===== src/rtl/systolic_mm_sequencer.sv =====
// Control sequencer for one pass of the NxN output-stationary systolic array.
// It drives the skewed feed enables, the PE step and bias select, and the latch, busy and done lines.
module systolic_mm_sequencer #(
  parameter int N     = 3,
  parameter int IDX_W = ($clog2(N) < 1) ? 1 : $clog2(N),
  parameter int CNT_W = ($clog2(3*N) < 2) ? 2 : $clog2(3*N)
) (
  input  logic               clk,
  input  logic               rst,
  input  logic               go,
  input  logic               abort,
  input  logic               ack,
  output logic               pe_en,
  output logic               bias_sel,
  output logic [N-1:0]       feed_en,
  output logic [N*IDX_W-1:0] feed_idx,
  output logic               latch_en,
  output logic               busy,
  output logic               done,
  output logic               cfg_ok,
  output logic [CNT_W-1:0]   step
);

  localparam int STEPS = 3*N - 1;
  localparam logic [CNT_W-1:0] LAST = CNT_W'(STEPS - 1);

  typedef enum logic [1:0] {
    IDLE,
    RUN,
    LATCH,
    DONE
  } state_t;

  state_t             state_q, state_d;
  logic [CNT_W-1:0]   step_q, step_d;
  logic               pe_en_q, pe_en_d;
  logic               bias_sel_q, bias_sel_d;
  logic [N-1:0]       feed_en_q, feed_en_d;
  logic [N*IDX_W-1:0] feed_idx_q, feed_idx_d;
  logic               latch_en_q, latch_en_d;
  logic               busy_q, busy_d;
  logic               done_q, done_d;
  logic               cfg_ok_q, cfg_ok_d;
  logic [CNT_W-1:0]   diff;

  always_comb begin
    state_d = state_q;
    step_d  = step_q;
    unique case (state_q)
      IDLE: begin
        if (go && !abort) begin
          state_d = RUN;
          step_d  = '0;
        end
      end
      RUN: begin
        if (abort) begin
          state_d = IDLE;
          step_d  = '0;
        end else if (step_q == LAST) begin
          state_d = LATCH;
        end else begin
          step_d = step_q + 1'b1;
        end
      end
      LATCH: begin
        if (abort) begin
          state_d = IDLE;
          step_d  = '0;
        end else begin
          state_d = DONE;
        end
      end
      DONE: begin
        if (abort || (ack && !go)) begin
          state_d = IDLE;
          step_d  = '0;
        end else if (go) begin
          state_d = RUN;
          step_d  = '0;
        end
      end
      default: begin
        state_d = IDLE;
        step_d  = '0;
      end
    endcase
  end

  // Outputs are decoded from the next state so that they register alongside it.
  always_comb begin
    pe_en_d    = (state_d == RUN);
    bias_sel_d = (state_d == RUN) && (step_d == '0);
    latch_en_d = (state_d == LATCH);
    busy_d     = (state_d == RUN) || (state_d == LATCH);
    done_d     = (state_d == DONE);
    cfg_ok_d   = (state_d == IDLE) || (state_d == DONE);
    feed_en_d  = '0;
    feed_idx_d = '0;
    diff       = '0;
    if (state_d == RUN) begin
      for (int k = 0; k < N; k++) begin
        diff = step_d - CNT_W'(k);
        if ((step_d >= CNT_W'(k)) && (diff < CNT_W'(N))) begin
          feed_en_d[k] = 1'b1;
          feed_idx_d[k*IDX_W +: IDX_W] = diff[IDX_W-1:0];
        end
      end
    end
  end

  always_ff @(posedge clk) begin
    if (rst) begin
      state_q    <= IDLE;
      step_q     <= '0;
      pe_en_q    <= 1'b0;
      bias_sel_q <= 1'b0;
      feed_en_q  <= '0;
      feed_idx_q <= '0;
      latch_en_q <= 1'b0;
      busy_q     <= 1'b0;
      done_q     <= 1'b0;
      cfg_ok_q   <= 1'b1;
    end else begin
      state_q    <= state_d;
      step_q     <= step_d;
      pe_en_q    <= pe_en_d;
      bias_sel_q <= bias_sel_d;
      feed_en_q  <= feed_en_d;
      feed_idx_q <= feed_idx_d;
      latch_en_q <= latch_en_d;
      busy_q     <= busy_d;
      done_q     <= done_d;
      cfg_ok_q   <= cfg_ok_d;
    end
  end

  assign pe_en    = pe_en_q;
  assign bias_sel = bias_sel_q;
  assign feed_en  = feed_en_q;
  assign feed_idx = feed_idx_q;
  assign latch_en = latch_en_q;
  assign busy     = busy_q;
  assign done     = done_q;
  assign cfg_ok   = cfg_ok_q;
  assign step     = step_q;

endmodule

===== config.mk =====
export PLATFORM = sky130hd
export DESIGN_NAME = systolic_mm_sequencer
export DESIGN_NICKNAME = d
export VERILOG_FILES = /design/src/rtl/systolic_mm_sequencer.sv
export SDC_FILE = /design/constraint.sdc
export NUM_CORES = 1
export LEC_CHECK = 0
export CAP_MARGIN = 20
export CORE_ASPECT_RATIO = 0.8
export CORE_UTILIZATION = 25
export CTS_CLUSTER_SIZE = 20
export DETAILED_ROUTE_END_ITERATION = 10
export GPL_ROUTABILITY_DRIVEN = 1
export HOLD_SLACK_MARGIN = 0.08
export PLACE_DENSITY = 0.49
export SYNTH_ARGS = -nofsm -noshare
export SYNTH_HDL_FRONTEND = slang
export SYNTH_SLANG_ARGS = --single-unit

===== constraint.sdc =====
create_clock -name clk -period 2.8 [get_ports clk]
set_input_delay 0.42 -clock clk [delete_from_list [all_inputs] [get_ports clk]]
set_output_delay 0.42 -clock clk [all_outputs]
set_load 0.01 [all_outputs]

==> results of run 1 <==
stage by stage:
step	utilization	setup TNS (ps)
floorplan	-	0
global placement	0.356	-135
detailed placement	0.356	-92.1
CTS	0.368	0
global route	0.368	0
finish	0.368	0
layout by cell type, fill, tap and decap left out, drive strengths merged, types with 3 or more instances in the layout:
cell type / instances
a21oi: 3
o21ai: 4
nand2b: 4
ha: 11
a211oi: 3
nor3b: 3
nand3b: 3
dfxtp: 21
clkdlybuf4s50: 23
inv: 9
nor2: 14
nor2b: 3
nand2: 3
buf: 7
clkbuf: 3
kinds of logic after synthesis:
kind of cell / count (synthesis) / synth area share
compound gates: 23 / 0.172
simple gates: 43 / 0.242
xor+xnor: 1 / 0.00814
buf+inv: 12 / 0.0500
flops: 21 / 0.391
fa+ha+maj: 11 / 0.128
mux: 1 / 0.00930
state kept, by name, summed over array words and instances, names as in the netlist:
register	flops
busy	1
state_q	2
bias_sel	1
feed_idx	6
done	1
pe_en	1
latch_en	1
cfg_ok	1
feed_en	3
step	4
synth_stat cells (2+ instances only):
library cell,n
or3_1,2
dfxtp_1,21
a31oi_1,2
nor2_1,14
nand2b_1,4
nor3b_1,2
nand2_1,3
nor2b_1,3
a21oi_1,3
ha_1,11
nand3b_1,3
nor3_1,2
a21o_1,2
o21ai_0,4
a211oi_2,2
inv_1,9
and3_1,2
layout make-up:
cell class                 count  share of cell area
clock buffer                   3              0.0284
clock inverter                 1             0.00344
inverter                       9              0.0232
multi-input combinational     79               0.414
sequential                    21               0.289
tap                           55              0.0473
timing repair buffer          30               0.194
per-layer routing:
layer,wire (µm),part of all wire
met5,0,0
met4,11,0.0048
met3,129,0.056
met2,1020,0.44
met1,1150,0.50
power groups by stage:
stage	clock, mW	combinational, mW	sequential, mW
6_report	0.201	0.0569	0.307
3_3_place_gp	0	0.0569	0.313
3_5_place_dp	0	0.0572	0.314
5_1_grt	0.224	0.0624	0.307
2_1_floorplan	0	0.0283	0.315
4_1_cts	0.215	0.0575	0.307
final timing paths:
kind,to,slack (ps),cells after the start
worst max register to register,feed_idx[2]$_SDFF_PP0_,310,10
worst min register to register,step[1]$_SDFF_PP0_,780,3
worst min-delay path,step[1]$_SDFF_PP0_,780,3
worst max-delay path,feed_idx[3]$_SDFF_PP0_,190,11
worst max-delay path, stage by stage:
cell and delay, ps:
clkdlybuf4s50_1 630, nor2b_1 100, o32ai_2 310, nand2b_1 160, a32oi_1 50, buf_4 200
ha_1 200, inv_1 70, a221oi_1 50, or3_1 390, a211oi_2 220
==> out/results.ini, run 1 <==
[critical_path]
crit_arrival_ps = 2790
cp-start-kind = input pin
cp_max_fo = 11
r2r-start = step[1]$_SDFF_PP0_
critical_path_class = in2reg
worstSetupEndpointType = flip-flop
worstPathRequired_ps = 2990
worstSetupStartpoint = abort

[synth]
synth_cell_type_count = 40
syn-instance-count = 112
avgSynthCellArea_um2 = 9.61
yosysTopAreaCell = dfxtp_1
synth_fp_nets = 128
yosysWarnings = 0
syn_area_um2 = 1080
yosysTopAreaCellShare = 0.391
ys.flop_type = dfxtp_1
synth_seq_cells = 21
synth_edf_count = 0
ys_seq_area_frac = 0.391
synth.area.top_cells = dfxtp_1, ha_1, nor2_1, inv_1, a211oi_2
async_flop_share = 0

[timing]
min_period_ps = 2610
tightest_slew_ps = 412
final-hold-violation-count = 0
max_freq_mhz = 384
fin_ws_ps = 194
finalCritPeriodShare = 0.931
fin_worst_skew_ps = 2.33
rsz0062_at_grt = false
drv_slew = 0
hold_slack_ps = 781
finalSetupViolCount = 0
relSlewSlack = 0.722

[pwr]
pwr-share-clk = 0.356
worst_ir_drop_vdd_mv = 0.166
power_leakage_nw = 0.612
p_int_uw = 432
powerDensity_nw_per_um2 = 388
finalPower_uw = 564
switching_share = 0.235
pwr-share-comb = 0.101
pwr-share-seq = 0.543
p_sw_uw = 133

[clock_tree]
htree_levels = 1
clock-sinks = 21
cts_max_path_buffers = 2
clockRootBuffer = clkbuf_8
cts.clk_slew.worst_paths_ps = 80
cts_buffers = 3
cts_hold_buf = 0
cts_tree = yes
worstSkewPairLatency_ps = 260
ctsResizeCount = 0
cts_post_setup_buffers_inserted = 0

[finish]
final_nets = 160
antenna_cells = 0
ff_latch_area_um2 = 420
fillers = 432
multi_input_area_um2 = 602
areaGrowthSynthToFinish_pct = 35.1
final_area_um2 = 1450
fin_cells = 198
drive_gt1_frac = 0.133

[drt]
drt_iter0_drc = 37
first_pass_iters = 4
routed_wirelength_um = 2310
route.detailed.drc = 0
num_vias = 886
ant_nets = 0
avgViaCountPerCell = 4.47
detail_route.wl_per_cell_um = 11.7

[floorplan]
core_area_um2 = 3950
die_x_um = 75.4
ios = 24
start_util = 0.272
rows = 20
die_height_um = 60.7
die_area_um2 = 4570

[run]
max_cap_viol_count = 0

[min_path]
holdCritStartpoint = step[1]$_SDFF_PP0_
hold_class = reg2reg

[global_routing]
grt-ovfl-total = 0
grt_use_total = 0.112
grt_max_degree = 13
grt_use_met3 = 0.0465
met2_usage = 0.170
grt-busiest-layer = met2
grtUsageMet1 = 0.154
grt_pass1_wl_um = 3750
grt_pass1_vias = 796
antenna_found_initial = 0

[placed_design]
dp_cells = 194
io_buffers = 23
gp_congestion = 0.846
dp_slack_ps = -57.0
dpl.hpwl_um = 1790
place_area_um2 = 1410

[run_status]
status = complete, no violations

(Power assumes the default switching activity.)
==> inputs of run 2 (changes only) <==
Settings changed: CORE_UTILIZATION 25 to 49, PLACE_DENSITY 0.49 to 0.82, SETUP_SLACK_MARGIN set to 0.15.
==> out/results.ini, run 2 (synthesis results as in run 1) <==
[run_status]
status = complete, no violations

[critical_path]
cp_slowest_cell = clkdlybuf4s50_1
crit_arrival_ps = 2780
cp_max_fo = 8
reg2reg_to = feed_idx[2]$_SDFF_PP0_
worstSetupStartpoint = abort
worstPathRequired_ps = 3050
r2r-start = step[1]$_SDFF_PP0_
cp-start-kind = input pin
r2r_cells = 9
crit_end = feed_idx[3]$_SDFF_PP0_
critPathMaxStageDelay_ps = 630
worstSetupEndpointType = flip-flop
path_delay_family = buffers and inverters
critical_path_class = in2reg
cp_cell_sequence = clkdlybuf4s50_1 -> nand2b_1 -> o32ai_2 -> buf_4 -> o21ai_0 -> ha_1 -> o31ai_1 -> or3_1 -> a211oi_2
r2r_slack_ps = 280
worst-path-stages = 9
path_buf_inv = 2

[floorplan]
rows = 14
die_x_um = 54.4
ios = 24
die_area_um2 = 2390
start_util = 0.544
die_height_um = 43.9
core_area_um2 = 1980

[clock_tree]
cts_buffers = 3
worstSkewPairLatency_ps = 320
clockRootBuffer = clkbuf_4
htree_levels = 1
cts_post_setup_buffers_inserted = 0
cts_max_path_buffers = 2
cts_tree = yes
cts.clk_slew.worst_paths_ps = 120
clock-sinks = 21

[timing]
relSlewSlack = 0.729
max_freq_mhz = 396
finalSetupViolCount = 0
fin_worst_skew_ps = 6.61
final-hold-violation-count = 0
drv_slew = 0
rsz0062_at_grt = true
tightest_slew_ps = 401
min_period_ps = 2530
finalCritPeriodShare = 0.902

[min_path]
hold_class = reg2reg

[finish]
layout_common_cells = clkdlybuf4s50_1, dfxtp_1, nor2_1
final_nets = 161
final_area_um2 = 1410
areaGrowthSynthToFinish_pct = 31.2
drive_gt1_frac = 0.153
final_common_cell = clkdlybuf4s50_1
antenna_cells = 0
largest_reg_flops = 6

[drt]
detail_route.wl_per_cell_um = 14.6
ant_nets = 0
num_vias = 947
avgViaCountPerCell = 5.64
route.detailed.drc = 0
drt_iter0_drc = 30
routed_wirelength_um = 2450
first_pass_iters = 5

[global_routing]
grt_use_met3 = 0.0772
grt-busiest-layer = met2
met2_usage = 0.368
grtUsageMet1 = 0.297
antenna_found_initial = 0
grt_use_total = 0.242
grt-ovfl-total = 0
grt_pass1_wl_um = 4020
grt_max_degree = 14
grt_pass1_vias = 887

[placed_design]
gp_congestion = 0.830
dpl.hpwl_um = 1830
place_area_um2 = 1380
io_buffers = 23

[run]
max_cap_viol_count = 0

[pwr]
powerDensity_nw_per_um2 = 369
finalPower_uw = 521
power_leakage_nw = 0.604
worst_ir_drop_vdd_mv = 0.306

## run 2: cell types whose count changed in the layout (fill, tap and decap cells not counted)
| cell | before | now |
|---|---|---|
| ha_1 | 11 | 10 |
| buf_4 | 7 | 8 |
| o21ai_0 | 4 | 3 |
| nor2_1 | 14 | 13 |
| clkbuf_4 | 0 | 3 |
| o21ai_1 | 0 | 1 |
| clkinvlp_4 | 0 | 1 |
| clkinv_2 | 1 | 0 |
| clkbuf_8 | 3 | 0 |
| nor2_2 | 0 | 1 |
| ha_2 | 0 | 1 |
## run 2: area by class of cell
class,count,area (µm²)
clock buffer,3,22.5
clock inverter,1,7.51
fill,155,568
inverter,9,33.8
multi-input combinational,79,607
sequential,21,420
tap,24,30.0
timing repair buffer,31,290
## run 2: power breakdown
part           internal (mW)  switching, mW  total [mW]
Sequential             0.304        0.00310       0.307
Combinational         0.0298         0.0298      0.0596
Clock                 0.0547          0.100       0.155
## run 2: repair_timing
item                                   4_1_cts  5_1_grt
hold buffers                                 0        0
setup endpoints to repair                    0        6
gates resized for setup                      0        3
endpoints found under the hold margin        0        0
## run 2: layer usage
layer | part of all wire | wire (µm)
met5 | 0 | 0
met2 | 0.46 | 1130
met1 | 0.44 | 1080
met4 | 0.026 | 63
met3 | 0.068 | 167
## run 2: worst min-delay path by stage
stage,startpoint,end,slack [ps],depth (start not counted)
final,state_q[1]$_SDFF_PP0_,state_q[1]$_SDFF_PP0_,770,3
after global routing,state_q[1]$_SDFF_PP0_,state_q[1]$_SDFF_PP0_,820,3
after CTS,state_q[1]$_SDFF_PP0_,state_q[1]$_SDFF_PP0_,760,3
after detailed placement,state_q[1]$_SDFF_PP0_,state_q[1]$_SDFF_PP0_,740,3
after global placement,state_q[1]$_SDFF_PP0_,state_q[1]$_SDFF_PP0_,720,3
after floorplan,abort,state_q[1]$_SDFF_PP0_,600,2
## run 2: per-stage QoR
step / TNS [ps] / hold slack, ps / instances / setup slack, ps / util
detailed placement: -15.0 / 743 / 164 / -15.0 / 0.695
global route: 0 / 816 / 168 / 120 / 0.713
CTS: 0 / 761 / 168 / 307 / 0.710
global placement: 0 / 723 / 164 / 25.5 / 0.695
floorplan: 0 / 602 / 112 / 259 / -
finish: 0 / 774 / 168 / 273 / 0.713
## run 2: tightest hold or removal path, stage by stage, from the launching register on
cell and delay (ps):
dfxtp_1 440, nand2_1 100, a21o_1 150, nor2_1 50
==> inputs of run 3 (changes only) <==
Settings changed: CORE_ASPECT_RATIO 0.8 to 0.9, CORE_UTILIZATION 49 to 55, DONT_BUFFER_PORTS set to 1, PLACE_DENSITY 0.82 to 0.74.
==> out/results.ini, run 3 (synthesis results as in run 1) <==
[drt]
drt_iter0_drc = 38
routed_wirelength_um = 2080
num_vias = 839
avgViaCountPerCell = 5.87
route.detailed.drc = 0
ant_nets = 0
detail_route.wl_per_cell_um = 14.6
first_pass_iters = 4

[critical_path]
cp_cell_sequence = o41ai_1 -> a31oi_1 -> nor2_2 -> inv_1 -> ha_1 -> nand3b_1 -> nor4b_1
cp-start-kind = flip-flop
cp_max_fo = 11
worstSetupEndpointType = flip-flop
cp_slowest_cell = o41ai_1
critical_path_class = reg2reg
worstPathRequired_ps = 2990
crit_arrival_ps = 2680
critPathMaxStageDelay_ps = 610

[clock_tree]
worstSkewPairLatency_ps = 300
cts_hold_buf = 0
cts_buffers = 3
cts_tree = yes
htree_levels = 1
clockRootBuffer = clkbuf_4
clock-sinks = 21
cts_max_path_buffers = 2
cts.clk_slew.worst_paths_ps = 120
cts_post_setup_buffers_inserted = 0

[finish]
antenna_cells = 0
final_nets = 136
final_common_cell = dfxtp_1
drive_gt1_frac = 0.160
areaGrowthSynthToFinish_pct = 7.91
layout_common_cells = dfxtp_1, nor2_1, ha_1
final_core_util = 0.663
largest_reg_flops = 6
final_area_um2 = 1160
fin_cells = 143
fillers = 159

[timing]
finalSetupTns_ps = 0
relSlewSlack = 0.621
drv_slew = 0
fin_ws_ps = 310
finalCritPeriodShare = 0.889
min_period_ps = 2490
final-hold-violation-count = 0
max_freq_mhz = 402
hold_slack_ps = 166
tightest_slew_ps = 562
fin_worst_skew_ps = 5.58
rsz0062_at_grt = false
finalSetupViolCount = 0

[floorplan]
ios = 24
die_area_um2 = 2140
core_area_um2 = 1750
start_util = 0.614
die_x_um = 48.6
die_height_um = 44.0
rows = 14

[global_routing]
grt_use_total = 0.213
met2_usage = 0.333
grt_pass1_vias = 774
grtUsageMet1 = 0.274
grt_max_degree = 13
grt-ovfl-total = 0
grt-busiest-layer = met2
grt_pass1_wl_um = 3350
grt_use_met3 = 0.0702
antenna_found_initial = 0

[pwr]
p_int_uw = 372
power_leakage_nw = 0.521
powerDensity_nw_per_um2 = 420
finalPower_uw = 488
switching_share = 0.237
pwr-share-clk = 0.296
p_sw_uw = 116
worst_ir_drop_vdd_mv = 0.350
pwr-share-comb = 0.070
pwr-share-seq = 0.634

[run_status]
status = complete, no violations

[run]
max_cap_viol_count = 0

[placed_design]
dpl.hpwl_um = 1570
place_area_um2 = 1130
gp_congestion = 0.818
dp_slack_ps = 232
dp_cells = 139
io_buffers = 0

[min_path]
hold_class = in2reg

==> run 3: critical path, delay by kind of cell, from the launching register on <==
| kind | cells | cell delay (ps) |
|---|---|---|
| compound gates | 2 | 750 |
| fa+ha+maj | 1 | 200 |
| buf+inv | 1 | 110 |
| flops | 1 | 430 |
| simple gates | 3 | 880 |
==> run 3: final cells by class <==
class                           instances  area [µm²]  area share
Sequential cell                        21         420       0.362
Clock buffer                            3        22.5      0.0194
Timing Repair Buffer                    6        45.0      0.0388
Tap cell                               24        30.0      0.0259
Clock inverter                          1        5.00     0.00431
Inverter                                9        33.8      0.0291
Multi-Input combinational cell         79         604       0.520
==> run 3: worst paths after layout <==
check                                           start                      to  slack (ps)  cells past startpoint
worst max-delay path            state_q[0]$_SDFF_PP0_  feed_idx[5]$_SDFF_PP0_         310                      7
worst min-delay path                              rst   state_q[1]$_SDFF_PP0_         170                      1
worst max register to register  state_q[0]$_SDFF_PP0_  feed_idx[5]$_SDFF_PP0_         310                      7
worst min register to register  state_q[0]$_SDFF_PP0_   state_q[1]$_SDFF_PP0_         790                      3
==> run 3: repair_timing <==
action                                 4_1_cts  5_1_grt
endpoints found under the hold margin        0        0
setup endpoints to repair                    0        9
gates resized for setup                      0        1
==> run 3: metal layers <==
layer,vias up,share of wire
met3,6,0.071
li1,413,-
met5,-,0
met2,41,0.44
met1,379,0.47
met4,0,0.016
==> run 3: power by group through the flow <==
stage,registers [mW],logic [mW],clock network [mW]
after floorplan,0.315,0.0283,0
after global placement,0.316,0.0328,0
after detailed placement,0.316,0.0336,0
after CTS,0.309,0.0339,0.150
after global routing,0.310,0.0384,0.161
final,0.309,0.0342,0.144
